[src/rtl/div_ctrl_pkg.sv]
// div_ctrl_pkg: shared types and constants for the multi-cycle divide sequencer.
package div_ctrl_pkg;
    typedef enum logic [1:0] {IDLE, CALC, DONE} state_t;
    localparam int DIV_ITER = 32;
    localparam logic [31:0] DIV0_QUOT = 32'hFFFF_FFFF;
    localparam int HI_MSB = 63;
    localparam int HI_LSB = 32;
    localparam int LO_MSB = 31;
    localparam int LO_LSB = 0;
endpackage

[src/rtl/div_ctrl_step.sv]
// div_step: one combinational radix-2 restoring divide iteration.
module div_step #(
    parameter int WIDTH = 32
) (
    input  logic [WIDTH-1:0] rem_i,
    input  logic [WIDTH-1:0] quo_i,
    input  logic [WIDTH-1:0] div_i,
    output logic [WIDTH-1:0] rem_o,
    output logic [WIDTH-1:0] quo_o
);
    logic [WIDTH:0] trial;
    // A negative trial means the shifted remainder was below the divisor, so its top bit was 0.
    assign trial = {rem_i, quo_i[WIDTH-1]} - {1'b0, div_i};
    assign rem_o = trial[WIDTH] ? {rem_i[WIDTH-2:0], quo_i[WIDTH-1]} : trial[WIDTH-1:0];
    assign quo_o = {quo_i[WIDTH-2:0], ~trial[WIDTH]};
endmodule

[src/rtl/div_ctrl.sv]
// div_ctrl: DIV/DIVU sequencer for EX; stalls the pipeline and returns {remainder, quotient}.
module div_ctrl
    import div_ctrl_pkg::*;
#(
    parameter int WIDTH = DIV_ITER,
    parameter int ITER  = DIV_ITER
) (
    input  logic               clk,
    input  logic               resetn,
    input  logic               start_i,
    input  logic               signed_i,
    input  logic [WIDTH-1:0]   a_i,
    input  logic [WIDTH-1:0]   b_i,
    input  logic               annul_i,
    output logic [2*WIDTH-1:0] result_o,
    output logic               ready_o,
    output logic               stall_o,
    output logic               busy_o
);
    localparam int CW = $clog2(ITER);
    state_t             state_q, state_d;
    logic [CW-1:0]      cnt_q, cnt_d;
    logic [WIDTH-1:0]   rem_q, rem_d, quo_q, quo_d, dvs_q, dvs_d, rem_n, quo_n, a_abs, b_abs;
    logic               sq_q, sq_d, sr_q, sr_d;
    logic [2*WIDTH-1:0] res_q, res_d;

    div_step #(.WIDTH(WIDTH)) u_step (
        .rem_i(rem_q), .quo_i(quo_q), .div_i(dvs_q), .rem_o(rem_n), .quo_o(quo_n)
    );

    assign a_abs    = (signed_i && a_i[WIDTH-1]) ? -a_i : a_i;
    assign b_abs    = (signed_i && b_i[WIDTH-1]) ? -b_i : b_i;
    assign ready_o  = state_q == DONE;
    assign busy_o   = state_q != IDLE;
    assign stall_o  = start_i & ~ready_o & ~annul_i;
    assign result_o = res_q;

    always_comb begin
        state_d = state_q;
        cnt_d   = cnt_q;
        rem_d   = rem_q;
        quo_d   = quo_q;
        dvs_d   = dvs_q;
        sq_d    = sq_q;
        sr_d    = sr_q;
        res_d   = res_q;
        unique case (state_q)
            IDLE: if (start_i && !annul_i) begin
                rem_d   = '0;
                quo_d   = a_abs;
                dvs_d   = b_abs;
                cnt_d   = '0;
                sq_d    = signed_i & (a_i[WIDTH-1] ^ b_i[WIDTH-1]);
                sr_d    = signed_i & a_i[WIDTH-1];
                state_d = (b_i == '0) ? DONE : CALC;
                if (b_i == '0) res_d = {a_i, DIV0_QUOT};
            end
            // A dropped start_i means an outer flush squashed the instruction.
            CALC: if (annul_i || !start_i) begin
                state_d = IDLE;
            end else begin
                rem_d = rem_n;
                quo_d = quo_n;
                cnt_d = cnt_q + 1'b1;
                if (cnt_q == CW'(ITER - 1)) begin
                    state_d                = DONE;
                    res_d[HI_MSB:HI_LSB]   = sr_q ? -rem_n : rem_n;
                    res_d[LO_MSB:LO_LSB]   = sq_q ? -quo_n : quo_n;
                end
            end
            default: state_d = IDLE;
        endcase
    end

    always_ff @(posedge clk or negedge resetn) begin
        if (!resetn) begin
            state_q <= IDLE;
            cnt_q   <= '0;
            rem_q   <= '0;
            quo_q   <= '0;
            dvs_q   <= '0;
            sq_q    <= 1'b0;
            sr_q    <= 1'b0;
            res_q   <= '0;
        end else begin
            state_q <= state_d;
            cnt_q   <= cnt_d;
            rem_q   <= rem_d;
            quo_q   <= quo_d;
            dvs_q   <= dvs_d;
            sq_q    <= sq_d;
            sr_q    <= sr_d;
            res_q   <= res_d;
        end
    end
endmodule

[config.mk]
export PLATFORM = sky130hd
export DESIGN_NAME = div_ctrl
export DESIGN_NICKNAME = d
export VERILOG_FILES = /design/src/rtl/div_ctrl_pkg.sv /design/src/rtl/div_ctrl_step.sv /design/src/rtl/div_ctrl.sv
export SDC_FILE = /design/constraint.sdc
export NUM_CORES = 1
export LEC_CHECK = 0
export BUFFER_PORTS_ARGS = -buffer_cell sky130_fd_sc_hd__buf_2
export CAP_MARGIN = 10
export CORE_ASPECT_RATIO = 1.1
export CORE_MARGIN = 1.5
export CORE_UTILIZATION = 48
export CTS_CLUSTER_DIAMETER = 40
export CTS_CLUSTER_SIZE = 28
export DETAILED_ROUTE_END_ITERATION = 8
export PLACE_DENSITY_LB_ADDON = 0.15
export SLEW_MARGIN = 20
export SYNTH_ARGS = -nofsm -noshare
export SYNTH_HDL_FRONTEND = slang
export SYNTH_SLANG_ARGS = --single-unit
[constraint.sdc]
create_clock -name clk -period 9.06 [get_ports clk]
set_input_delay 0.453 -clock clk [delete_from_list [all_inputs] [get_ports clk]]
set_output_delay 0.453 -clock clk [all_outputs]
set_load 0.02 [all_outputs]
==> impl_metrics.json <==
{
  "synth_xor_area_share_pct": 9.51,
  "p_per_area_mw_per_mm2": 188,
  "wl_met1_mm": 15.8,
  "hp-class": "input pin to flip-flop",
  "io_buffers": 135,
  "synthToLayoutAreaGrowth_pct": 10.9,
  "arrival_ns": 5.71,
  "grt_overflow": 0,
  "whs_path_depth": 3,
  "cts_max_path_buffers": 2,
  "dp_hpwl_mm": 25.2,
  "synthMuxAreaShare_pct": 2.90,
  "synth-main-ff-cell": "dfrtp_1",
  "p_leak_nw": 5.91,
  "r2r_slack_ns": 3.72,
  "synth_cell_types": 87,
  "worstMarginPinSlew_ns": 1.03,
  "dpl.cell_count": 1944,
  "clkSlewWorstSetupHoldPaths_ns": 0.07,
  "cp_cell_sequence": "inv_1, ha_1, inv_1, fa_1, a211oi_4, o211ai_2, and3_4, o21a_4, o2111ai_4, and3_4, inv_4, mux2i_1, ha_1, nand3_1, a31oi_1, a41oi_1, o41ai_2, xor2_1, nor2_1, o21ai_1",
  "critical-path-top-delay-family": "compound AO/OA/AOI/OAI gates",
  "cp.required_ns": 9.43,
  "maxSlewHeadroom_pct": 31.4,
  "synth_top_family_by_area": "compound AO/OA/AOI/OAI gates",
  "htreeDepth": 4,
  "drive_gt1_share_pct": 13.4,
  "wl_per_cell_um": 17.1,
  "worstSetupStartpoint": "quo_q[31]",
  "root_buffer": "clkbuf_16",
  "drtPass1Iterations": 6,
  "core_area_mm2": 0.0253,
  "wl_met2_mm": 15.6,
  "clock-sinks": 169,
  "worstRegToRegCells": 20,
  "start_util_pct": 49.0,
  "hold_viol": 0,
  "yosysWarnings": 0,
  "synth-simple-area-share_pct": 19.9,
  "synth_area_mm2": 0.0124,
  "numCtsBuffers": 17,
  "finalNonFillerCells": 1977,
  "setup.worst_path.class": "flip-flop to flip-flop",
  "vias_per_cell": 5.65,
  "grt_max_degree": 65,
  "routed_wl_mm": 33.7,
  "die_w_um": 156,
  "wl_met3_mm": 1.67,
  "ant_nets": 0,
  "drv_cap": 0,
  "syn_inst": 1541,
  "route.detailed.drc": 0,
  "synth_compound_area_share_pct": 24.5,
  "cts_hold_buf": 1,
  "status": "complete, no violations",
  "crit_fanout": 41,
  "layout_common_cells": "nand2_1 (184), nor2_1 (170), dfrtp_1 (169)",
  "startpoint_type": "flip-flop",
  "ys_seq_area_share_pct": 34.0,
  "syn_area_per_cell_um2": 8.06,
  "final_common_cell": "nand2_1",
  "worstHoldStart": "b_i[1]",
  "setup_viol": 0,
  "cp-end-kind": "flip-flop",
  "fin_nets": 1726,
  "synth-adder-area-share_pct": 3.99,
  "power_mw": 2.59,
  "synth-async-reset-ratio_pct": 100,
  "synth-edff-count": 0,
  "setup_tns_ns": 0,
  "irDropWorstVdd_v": 0.000104,
  "place_area_mm2": 0.0132,
  "r2r_end": "result_o[56]",
  "post_cts_resized": 0,
  "hold_slack_ns": 0.275,
  "die_area_mm2": 0.0269,
  "crit_slowest_cell": "and3_4",
  "min_period_ns": 5.34,
  "die_h_um": 172,
  "final_core_util_pct": 54.4,
  "grt_pass1_vias": 10400,
  "syn-num-nets": 1649,
  "finalCritPeriodShare_pct": 58.9,
  "clock_latency_ns": 0.45,
  "post-place-ws_ns": 3.75,
  "drt_iter0_drc": 728,
  "skew_ns": 0.0106,
  "max_freq_ghz": 0.187,
  "insertedDiodeCount": 0,
  "io-pin-count": 136,
  "grt.total_usage_pct": 25.7,
  "ys_ff_latch": 169,
  "reg2reg_from": "quo_q[31]",
  "cts_tree": "done",
  "fin_ws_ns": 3.72,
  "num_rows": 61,
  "slowest_delay_ns": 0.63,
  "crit_buf_inv": 3,
  "gp_congestion": 0.902,
  "post_cts_buffers": 0,
  "rsz0062_at_grt": "no",
  "route.top_layer_used": "met4",
  "vias": 11200,
  "slew_violations": 0,
  "design_area_mm2": 0.0138,
  "antenna_found_initial": 0,
  "whs_endpoint": "dvs_q[1]",
  "grt_pass1_wl_mm": 54.8
}
routing by layer:
metal / track usage, % / vias to the layer above
met5: 0 / -
met4: 7.54 / 0
met3: 4.21 / 39
met2: 42.1 / 294
met1: 35.0 / 5202
li1: - / 5632
sequential cells by signal (all words and copies together), names as in the netlist:
name and count:
cnt_q 5, dvs_q 32, quo_q 32, rem_q 32, result_o 64, sq_q 1
sr_q 1, state_q 2
where the power goes:
part           internal (mW)  switching, mW  total, mW
logic                  0.315          0.538      0.853
registers              0.895          0.117       1.01
clock network          0.389          0.332      0.721
total                   1.60          0.986       2.59
area by class of cell:
cell class / count / area (µm²)
Clock buffer: 20 / 447
Clock inverter: 12 / 118
Fill cell: 2448 / 11600
Inverter: 56 / 213
Multi-Input combinational cell: 1227 / 7570
Sequential cell: 169 / 4230
Tap cell: 346 / 433
Timing Repair Buffer: 147 / 774
worst reg2reg max path: stages, from the launching register on:
cell       delay, ns
dfrtp_1         0.43
inv_1           0.08
ha_1            0.18
inv_1           0.06
fa_1            0.46
a211oi_4        0.31
o211ai_2        0.16
and3_4          0.22
o21a_4          0.21
o2111ai_4       0.23
and3_4          0.63
inv_4           0.33
mux2i_1         0.38
ha_1            0.38
nand3_1         0.12
a31oi_1         0.18
a41oi_1         0.10
o41ai_2         0.42
xor2_1          0.18
nor2_1          0.06
o21ai_1         0.15
logic make-up (layout without fill, tap and decap cells):
| group | count (synthesis) | after routing |
|---|---|---|
| AND/OR/NAND/NOR | 534 | 534 |
| AO/OA/AOI/OAI | 484 | 484 |
| flip-flops | 169 | 169 |
| buffers and inverters | 145 | 235 |
| XOR/XNOR | 135 | 135 |
| adder cells (fa/ha/maj) | 39 | 39 |
| multiplexers | 35 | 35 |
cell usage after synthesis, drive strengths merged (3+ instances only):
cell | n | share of area [%]
a41oi | 4 | 0.34
clkbuf | 54 | 1.6
or3 | 17 | 0.86
nor2 | 171 | 5.2
a31oi | 27 | 1.4
o22ai | 7 | 0.35
nor3 | 30 | 1.2
o31a | 6 | 0.42
nand3 | 21 | 0.85
or2 | 6 | 0.30
o41ai | 14 | 1.2
o21bai | 8 | 0.48
nor3b | 5 | 0.34
o2111ai | 4 | 0.42
nand4 | 11 | 0.60
o31ai | 26 | 1.7
a21o | 18 | 1.1
inv | 55 | 1.7
dfrtp | 169 | 34
xor2 | 76 | 5.4
nand2 | 184 | 5.6
nand3b | 3 | 0.18
or4 | 9 | 0.54
xnor2 | 59 | 4.2
a21oi | 141 | 5.7
nor4 | 18 | 1.0
ha | 38 | 3.8
o21ai | 158 | 6.4
o21a | 8 | 0.54
nand2b | 14 | 0.70
a21boi | 3 | 0.18
mux2 | 8 | 0.72
a221oi | 16 | 1.2
mux2i | 27 | 2.2
o211ai | 12 | 0.81
and4 | 4 | 0.28
a22o | 3 | 0.21
a2111oi | 3 | 0.26
nor2b | 8 | 0.40
and2 | 14 | 0.70
and3 | 14 | 0.79
buf | 35 | 1.8
a211oi | 11 | 0.81
worst max path at each step:
stage	to	slack, ns	cells past startpoint
after detailed placement	result_o[56]	3.75	20
final	result_o[56]	3.72	20
after CTS	result_o[56]	3.74	20
after floorplan	result_o[56]	4.66	22
after global routing	result_o[56]	3.30	20
after global placement	result_o[56]	3.93	20
Power figures use the tool's default switching activity.
